--- src/rtl/adder_seq_ctrl.sv ---
// Multi-cycle WIDTH-bit add/subtract built from one shared SLICE-bit carry-select slice.
// The slice works on one SLICE-bit chunk per clock, LSB first, and a register carries the carry between slices.
module adder_seq_ctrl #(
    parameter int WIDTH = 32,
    parameter int SLICE = 8
) (
    input  logic             clk,
    input  logic             rst_n,
    input  logic             in_valid,
    output logic             in_ready,
    input  logic [WIDTH-1:0] a,
    input  logic [WIDTH-1:0] b,
    input  logic             cin,
    input  logic             op,
    output logic             out_valid,
    input  logic             out_ready,
    output logic [WIDTH-1:0] sum,
    output logic             cout,
    output logic             ovf,
    output logic [1:0]       dbg_state
);

    localparam int NSLICE = WIDTH / SLICE;
    localparam int IDXW   = (NSLICE > 1) ? $clog2(NSLICE) : 1;
    localparam logic [IDXW-1:0] LAST_IDX = IDXW'(NSLICE - 1);

    generate
        if ((WIDTH % SLICE) != 0 || WIDTH < SLICE) begin : g_bad_width
            $error("adder_seq_ctrl: WIDTH must be a positive multiple of SLICE");
        end
    endgenerate

    // Handshake: a transfer happens on a rising edge where valid && ready.
    // Both ready and valid come straight from registers, with no combinational
    // path between the two sides. The producer holds valid and data stable until
    // the transfer.
    typedef enum logic [1:0] {IDLE = 2'd0, RUN = 2'd1, DONE = 2'd2} state_t;

    state_t            state;
    logic [WIDTH-1:0]  a_q;
    logic [WIDTH-1:0]  b_q;
    logic              carry;
    logic [IDXW-1:0]   idx;

    logic [SLICE-1:0]  a_sl;
    logic [SLICE-1:0]  b_sl;
    logic [SLICE:0]    res0;
    logic [SLICE:0]    res1;
    logic [SLICE-1:0]  slice_sum;
    logic              slice_c;

    assign dbg_state = state;

    always_comb begin
        a_sl = '0;
        b_sl = '0;
        for (int i = 0; i < NSLICE; i++) begin
            if (idx == IDXW'(i)) begin
                a_sl = a_q[i*SLICE +: SLICE];
                b_sl = b_q[i*SLICE +: SLICE];
            end
        end
    end

    // Both carry-in outcomes are computed; the registered carry picks one.
    assign res0 = {1'b0, a_sl} + {1'b0, b_sl};
    assign res1 = {1'b0, a_sl} + {1'b0, b_sl} + (SLICE+1)'(1);
    assign {slice_c, slice_sum} = carry ? res1 : res0;

    always_ff @(posedge clk) begin
        if (!rst_n) begin
            state     <= IDLE;
            in_ready  <= 1'b1;
            out_valid <= 1'b0;
            sum       <= '0;
            cout      <= 1'b0;
            ovf       <= 1'b0;
            idx       <= '0;
            carry     <= 1'b0;
            a_q       <= '0;
            b_q       <= '0;
        end else begin
            case (state)
                IDLE: begin
                    if (in_valid) begin
                        a_q      <= a;
                        b_q      <= op ? ~b : b;
                        carry    <= op ? 1'b1 : cin;
                        idx      <= '0;
                        sum      <= '0;
                        in_ready <= 1'b0;
                        state    <= RUN;
                    end
                end
                RUN: begin
                    for (int i = 0; i < NSLICE; i++) begin
                        if (idx == IDXW'(i)) sum[i*SLICE +: SLICE] <= slice_sum;
                    end
                    carry <= slice_c;
                    if (idx == LAST_IDX) begin
                        cout      <= slice_c;
                        ovf       <= (a_q[WIDTH-1] == b_q[WIDTH-1]) &&
                                     (slice_sum[SLICE-1] != a_q[WIDTH-1]);
                        idx       <= '0;
                        out_valid <= 1'b1;
                        state     <= DONE;
                    end else begin
                        idx <= idx + IDXW'(1);
                    end
                end
                DONE: begin
                    if (out_ready) begin
                        out_valid <= 1'b0;
                        in_ready  <= 1'b1;
                        state     <= IDLE;
                    end
                end
                default: begin
                    state     <= IDLE;
                    in_ready  <= 1'b1;
                    out_valid <= 1'b0;
                end
            endcase
        end
    end

endmodule

--- config.mk ---
export PLATFORM = sky130hd
export DESIGN_NAME = adder_seq_ctrl
export DESIGN_NICKNAME = d
export VERILOG_FILES = /design/src/rtl/adder_seq_ctrl.sv
export SDC_FILE = /design/constraint.sdc
export NUM_CORES = 1
export LEC_CHECK = 0
export ABC_AREA = 0
export ABC_CLOCK_PERIOD_IN_PS = 6300
export BUFFER_PORTS_ARGS = -buffer_cell sky130_fd_sc_hd__buf_2
export CORE_MARGIN = 2
export CORE_UTILIZATION = 59
export DETAILED_ROUTE_END_ITERATION = 8
export GPL_TIMING_DRIVEN = 0
export PLACE_DENSITY = 0.85
export SYNTH_ARGS = -nofsm -noshare
export SYNTH_HDL_FRONTEND = slang
export SYNTH_SLANG_ARGS = --single-unit
--- constraint.sdc ---
create_clock -name clk -period 6.3 [get_ports clk]
set_input_delay 1.26 -clock clk [delete_from_list [all_inputs] [get_ports clk]]
set_output_delay 1.26 -clock clk [all_outputs]
set_load 0.1 [all_outputs]
# Word level (Yosys, flattened, before mapping)
# Cells that the tools add are included.
dict set report totals {
  regBits 105
  latch_bits 0
  ram_bits 0
  mem_bits_ro 0
  in_bits 70
  output_inout_bits 38
  word_cells 78
  n_memories 0
}
dict set report classes {
  addsub 3
  multipliers 0
  n_div 0
  magnitude_cmp 0
  n_eq_ne 13
  shifts 0
  n_mux 32
  n_bitwise 3
  n_reduce_logical 14
}
# operator n
set op_table {}
lappend op_table {{8-bit 2-to-1 mux} 12}
lappend op_table {{32-bit 2-to-1 mux} 2}
lappend op_table {{32-bit case mux with 2 select lines} 1}
lappend op_table {{32-bit NOT} 1}
lappend op_table {{3-bit AND reduction} 7}
lappend op_table {{2-bit inequality test, second input constant} 6}
lappend op_table {{2-bit 2-to-1 mux} 5}
lappend op_table {{8-bit by 8-bit adder with 9-bit output} 1}
lappend op_table {{9-bit by 1-bit adder with 9-bit output, second input constant} 1}
lappend op_table {{9-bit 2-to-1 mux} 1}
lappend op_table {{2-bit == test, second input constant} 3}
lappend op_table {{1-bit 2-to-1 mux} 6}
lappend op_table {{1-bit case mux with 3 select lines} 2}
lappend op_table {{2-bit case mux with 3 select lines} 1}
lappend op_table {{2-bit AND reduction} 3}
lappend op_table {{2-bit by 1-bit == test with 1-bit output, second input constant} 2}
lappend op_table {{2-bit logical NOT} 2}
lappend op_table {{2-bit case mux with 2 select lines} 1}
lappend op_table {{2-bit by 1-bit adder with 2-bit output, second input constant} 1}
lappend op_table {{1-bit NOT} 2}
lappend op_table {{1-bit case mux with 2 select lines} 1}
lappend op_table {{2-bit nonzero test} 1}
lappend op_table {{1-bit == test} 1}
lappend op_table {{1-bit logical AND} 1}
lappend op_table {{1-bit inequality test} 1}

# Logic depth before layout (Yosys ltp)
dict set report depth {
  word_depth 10
  ltp_mapped 18
}

# Worst setup path before layout
# Ideal clock, no wire load.
dict set report synth_timing {
  path_kind {register -> register}
  startpoint {register idx[0]}
  endpoint {register ovf}
  arrival_time_ps 3448
  setup_slack_ps 2777
  path_stages_with_launch 18
  period_less_slack_ps 3523
  path_cell_list {dfxtp_1 > ha_1 > clkbuf_1 > clkbuf_1 > nor2_1 > a21oi_1 > nor2_1 > a21oi_1 > o21ai_0 > ha_1 > fa_1 > a211oi_2 > or2_2 > and4bb_4 > nand4b_4 > xnor2_2 > or3_1 > a31oi_1}
}
dict set report synth_between {
  elab_chain_len 10
  elab_cells_between_ends 18
  classes_between {add/sub: 2; eq/ne: 4; mux: 9; reduce/logical: 3}
}
# element line_no
set synth_rtl {}
lappend synth_rtl {{start, declared} 43} ;# logic [IDXW-1:0] idx;
lappend synth_rtl {{start signal, assigned} 108} ;# idx <= idx + IDXW'(1);
lappend synth_rtl {{2-bit logical NOT} 58} ;# if (idx == IDXW'(i)) begin
lappend synth_rtl {{8-bit 2-to-1 mux (4 in series)} 58}
lappend synth_rtl {{8-bit by 8-bit adder with 9-bit output} {66, 67}}
lappend synth_rtl {{9-bit by 1-bit adder with 9-bit output} 67} ;# assign res1 = {1'b0, a_sl} + {1'b0, b_sl} + (SLICE+1)'(1);
lappend synth_rtl {{9-bit 2-to-1 mux} 68} ;# assign {slice_c, slice_sum} = carry ? res1 : res0;
lappend synth_rtl {{1-bit inequality test} 103} ;# (slice_sum[SLICE-1] != a_q[WIDTH-1]);
lappend synth_rtl {{1-bit logical AND} 102} ;# ovf <= (a_q[WIDTH-1] == b_q[WIDTH-1]) &&
lappend synth_rtl {{end signal, assigned} 102}
lappend synth_rtl {{end, declared} 19} ;# output logic ovf,
# Parallel ways exist; a longest one is shown, timed or not.
# A chain may end at the register's enable or synchronous reset.

# Worst setup path in the final report
dict set report layout_timing {
  startpoint {register idx[0]}
  endpoint {register sum[28]}
}
dict set report layout_between {
  elab_chain_len 10
  elab_cells_between_ends 19
  classes_between {add/sub: 2; eq/ne: 4; mux: 11; reduce/logical: 2}
}
# element line_no
set layout_rtl {}
lappend layout_rtl {{2-bit logical NOT} 58}
lappend layout_rtl {{8-bit 2-to-1 mux (4 in series)} 58}
lappend layout_rtl {{8-bit by 8-bit adder with 9-bit output} {66, 67}}
lappend layout_rtl {{9-bit by 1-bit adder with 9-bit output} 67}
lappend layout_rtl {{9-bit 2-to-1 mux} 68}
lappend layout_rtl {{8-bit 2-to-1 mux} 97} ;# if (idx == IDXW'(i)) sum[i*SLICE +: SLICE] <= slice_sum;
lappend layout_rtl {{32-bit case mux with 2 select lines} 83} ;# case (state)
lappend layout_rtl {{end signal, assigned by index} 97}
lappend layout_rtl {{end, declared} 17} ;# output logic [WIDTH-1:0] sum,
# Parallel ways exist; a longest one is shown, timed or not. The select of a mux whose other input is x is not followed.

==> results.json <==
{
  "status": "finished, final reports clean",
  "avgRoutedWirePerCell_microns": 15.62,
  "timing.rr.start": "idx[0]",
  "fmax_mhz": 226.3,
  "synth_ff_type": "dfxtp_1",
  "grt_pass1_wl_microns": 22730,
  "critPathLaunchType": "register",
  "grt_pass1_vias": 4798,
  "whs_ns": 0.4717,
  "end_kind": "register",
  "top_level_ports": 108,
  "critPathTopFamily": "simple AND/OR/NAND/NOR gates",
  "avgSynthCellArea_sq_um": 8.146,
  "root_buffer": "clkbuf_8",
  "ys_seq_area_share_pct": 39.34,
  "die_h_microns": 99.17,
  "cp_slowest_cell": "clkbuf_1",
  "insertion_delay_ns": 0.37,
  "grt_setup_unrepaired": "false",
  "combPwrFrac_pct": 23.1,
  "drt_iter0_markers": 298,
  "initial_utilization_pct": 60.98,
  "htreeDepth": 3,
  "routed_wl_microns": 13820,
  "clock_power_share_pct": 30.3,
  "synth-edff-count": 0,
  "clock_skew_ns": 0.008746,
  "area_delta_synth_final_pct": 16.58,
  "nFillCells": 710,
  "async_flop_share_pct": 0,
  "switching_share_pct": 32.23,
  "drive_above_1_share_pct": 18.15,
  "cts_buffer_depth": 2,
  "cts_setup_buffers": 0,
  "peakVddDrop_mv": 0.1863,
  "ant_nets": 0,
  "power_density_nw_per_um2": 250.3,
  "vias": 4984,
  "max-slew-margin-rel_pct": 52.58,
  "grt_usage_pct": 28.79,
  "netlist_area_sq_um": 5344,
  "rows": 34,
  "p_int_uw": 1057,
  "cts.sinks": 105,
  "yosysWarnings": 0,
  "dieArea_sq_um": 9835,
  "slew_viol_final": 0,
  "grt_max_degree": 19,
  "grt_overflow": 0,
  "tns_ns": 0,
  "path_clk_slew_ns": 0.10,
  "drc": 0,
  "layout.nets": 856,
  "seqPwrFrac_pct": 46.6,
  "design_area_sq_um": 6230,
  "numCtsBuffers": 9,
  "critPathBufInv": 3,
  "leakagePower_uw": 0.002860,
  "antenna_cells": 0,
  "avgViaCountPerCell": 5.632,
  "hpwl_microns": 10380,
  "synth-seq-cells": 105,
  "crit_type": "register to register",
  "cp_common_cell": "nor2_1",
  "placed_area_sq_um": 6005,
  "cts_resized": 0,
  "worstMarginPinSlew_ns": 0.7087,
  "holdBufCountCts": 0,
  "synth_cell_types": 50,
  "period_minus_slack_ns": 4.419,
  "synthCells": 656,
  "port_buffers": 105,
  "cp_slowest_stage_delay_ns": 0.55,
  "core_region_area_sq_um": 8763,
  "worstPathMaxFanout": 10,
  "netSwitchingPower_uw": 502.6,
  "top_layer_used": "met4",
  "synthesis.nets": 740,
  "worst_hold_startpoint": "a_q[4]",
  "arrival_ns": 4.72,
  "fp.dieW_microns": 99.17,
  "cap_violations": 0,
  "fin_crit_sh_pct": 70.15,
  "finalSetupViolCount": 0,
  "wl_met2_microns": 6420,
  "grt_antenna_before_repair": 0,
  "required_ns": 6.60,
  "gp_congestion": 0.9032,
  "first_pass_iters": 5,
  "hp-class": "register to register",
  "drt-met1-wl_microns": 6125,
  "cts_tree": "yes",
  "hold_violations": 0,
  "wl_met3_microns": 1020,
  "startpoint": "idx[0]",
  "path_cells": "inv_1, ha_1, clkbuf_1, clkbuf_1, nand2_1, nor2_1, a21oi_1, nor2_1, a21oi_1, o21ai_0, fa_1, ha_1, and3_1, nor3b_1, xor2_1, nor2_1, nand2_1, a21boi_0"
}
==> placed cells by master, fill, tap and decap left out, types with 2 or more instances in the layout <==
cell,synthesis,routed
clkinvlp_4,0,2
o21ai_1,2,2
nor2_1,44,44
ha_1,13,13
nand3_1,7,7
clkbuf_8,0,9
or3_1,2,2
a21oi_1,39,39
buf_2,2,107
a21boi_0,40,40
nor2b_1,21,21
and2_1,4,4
and3_1,3,3
clkbuf_1,40,40
inv_1,8,8
o22ai_1,5,5
inv_6,0,2
o21bai_1,2,2
dfxtp_1,105,105
nor3_1,5,5
buf_1,4,4
nand2_1,163,163
o21a_1,2,2
mux2i_1,19,19
xnor2_1,34,34
xor2_1,4,4
o21ai_0,26,26
bufinv_16,0,2
a21oi_2,6,6
o211a_1,32,32
==> power by group through the flow <==
stage	clock network (uW)	logic, uW	registers, uW
2_1_floorplan	0	208	791
3_3_place_gp	0	341	739
3_5_place_dp	0	353	742
4_1_cts	470	355	726
5_1_grt	501	390	732
6_report	472	360	727
==> flip-flops by register name, indices dropped and copies added, names as in the netlist <==
signal	cells
a_q	32
idx	2
carry	1
dbg_state	2
sum	32
cout	1
b_q	32
out_valid	1
in_ready	1
ovf	1
==> cell families after synthesis <==
family	share of synthesized area [%]
muxes	3.559
buffers and inverters	3.840
AOI/OAI and AO/OA	21.85
DFF	39.34
adders and majority gates	3.418
and+or+nand+nor	21.17
xor gates and xnor gates	6.837
==> worst reg2reg max path, stage by stage (launching register included) <==
cell and delay (ns):
dfxtp_1 0.36, inv_1 0.10, ha_1 0.14, clkbuf_1 0.40
clkbuf_1 0.55, nand2_1 0.13, nor2_1 0.12, a21oi_1 0.06
nor2_1 0.12, a21oi_1 0.06, o21ai_0 0.40, fa_1 0.54
ha_1 0.24, and3_1 0.20, nor3b_1 0.16, xor2_1 0.16
nor2_1 0.35, nand2_1 0.09, a21boi_0 0.18
==> stage by stage <==
step	utilization [%]	setup slack [ns]	std cells	power [uW]
after floorplan	-	2.777	656	999.0
after global placement	68.52	2.091	869	1081
after detailed placement	68.52	2.006	869	1095
after CTS	71.09	1.973	885	1552
after global routing	71.09	1.659	885	1623
final	71.09	1.881	885	1559
==> synthesized netlist by cell type, drive strengths merged (2+ instances only) <==
master  number  share of area (%)
a21oi       45                4.6
o21bai       2               0.28
xnor2       35                5.9
nor2        44                3.1
dfxtp      105                 39
o211ai       2               0.37
a211oi       2               0.37
and2         4               0.47
nor3         5               0.47
nand2      163                 11
buf          6               0.47
inv          8               0.56
mux2i       19                3.6
and3         3               0.35
o22ai        5               0.59
o21a         2               0.28
o211a       32                6.0
nand3        7               0.66
ha          13                3.0
or3          3               0.37
o21ai       28                2.6
xor2         5               0.96
nor2b       21                2.5
a21boi      41                5.8
clkbuf      40                2.8
==> layout make-up <==
| cell class | count | area (sq um) | area share [%] |
|---|---|---|---|
| tap | 108 | 135.1 | 2.169 |
| sequential | 105 | 2102 | 33.74 |
| clock inverter | 7 | 101.3 | 1.627 |
| timing repair buffer | 105 | 525.5 | 8.435 |
| multi-input combinational | 497 | 3037 | 48.74 |
| buffer | 46 | 175.2 | 2.812 |
| inverter | 8 | 30.03 | 0.4820 |
| clock buffer | 9 | 123.9 | 1.988 |
==> routing by layer <==
metal  up-vias  track usage (%)
met4         0            8.219
li1       2435                -
met3        26            6.044
met5         -                0
met1      2313            38.13
met2       210            47.82
==> final timing paths <==
path / endpoint / slack [ns] / cells after the start
hold reg to reg: a_q[4] / 0.47 / 2
hold / removal: a_q[4] / 0.47 / 2
setup / recovery: sum[28] / 1.88 / 18
setup reg to reg: sum[28] / 1.88 / 18
Note: power is estimated with default switching activity, not from simulation.
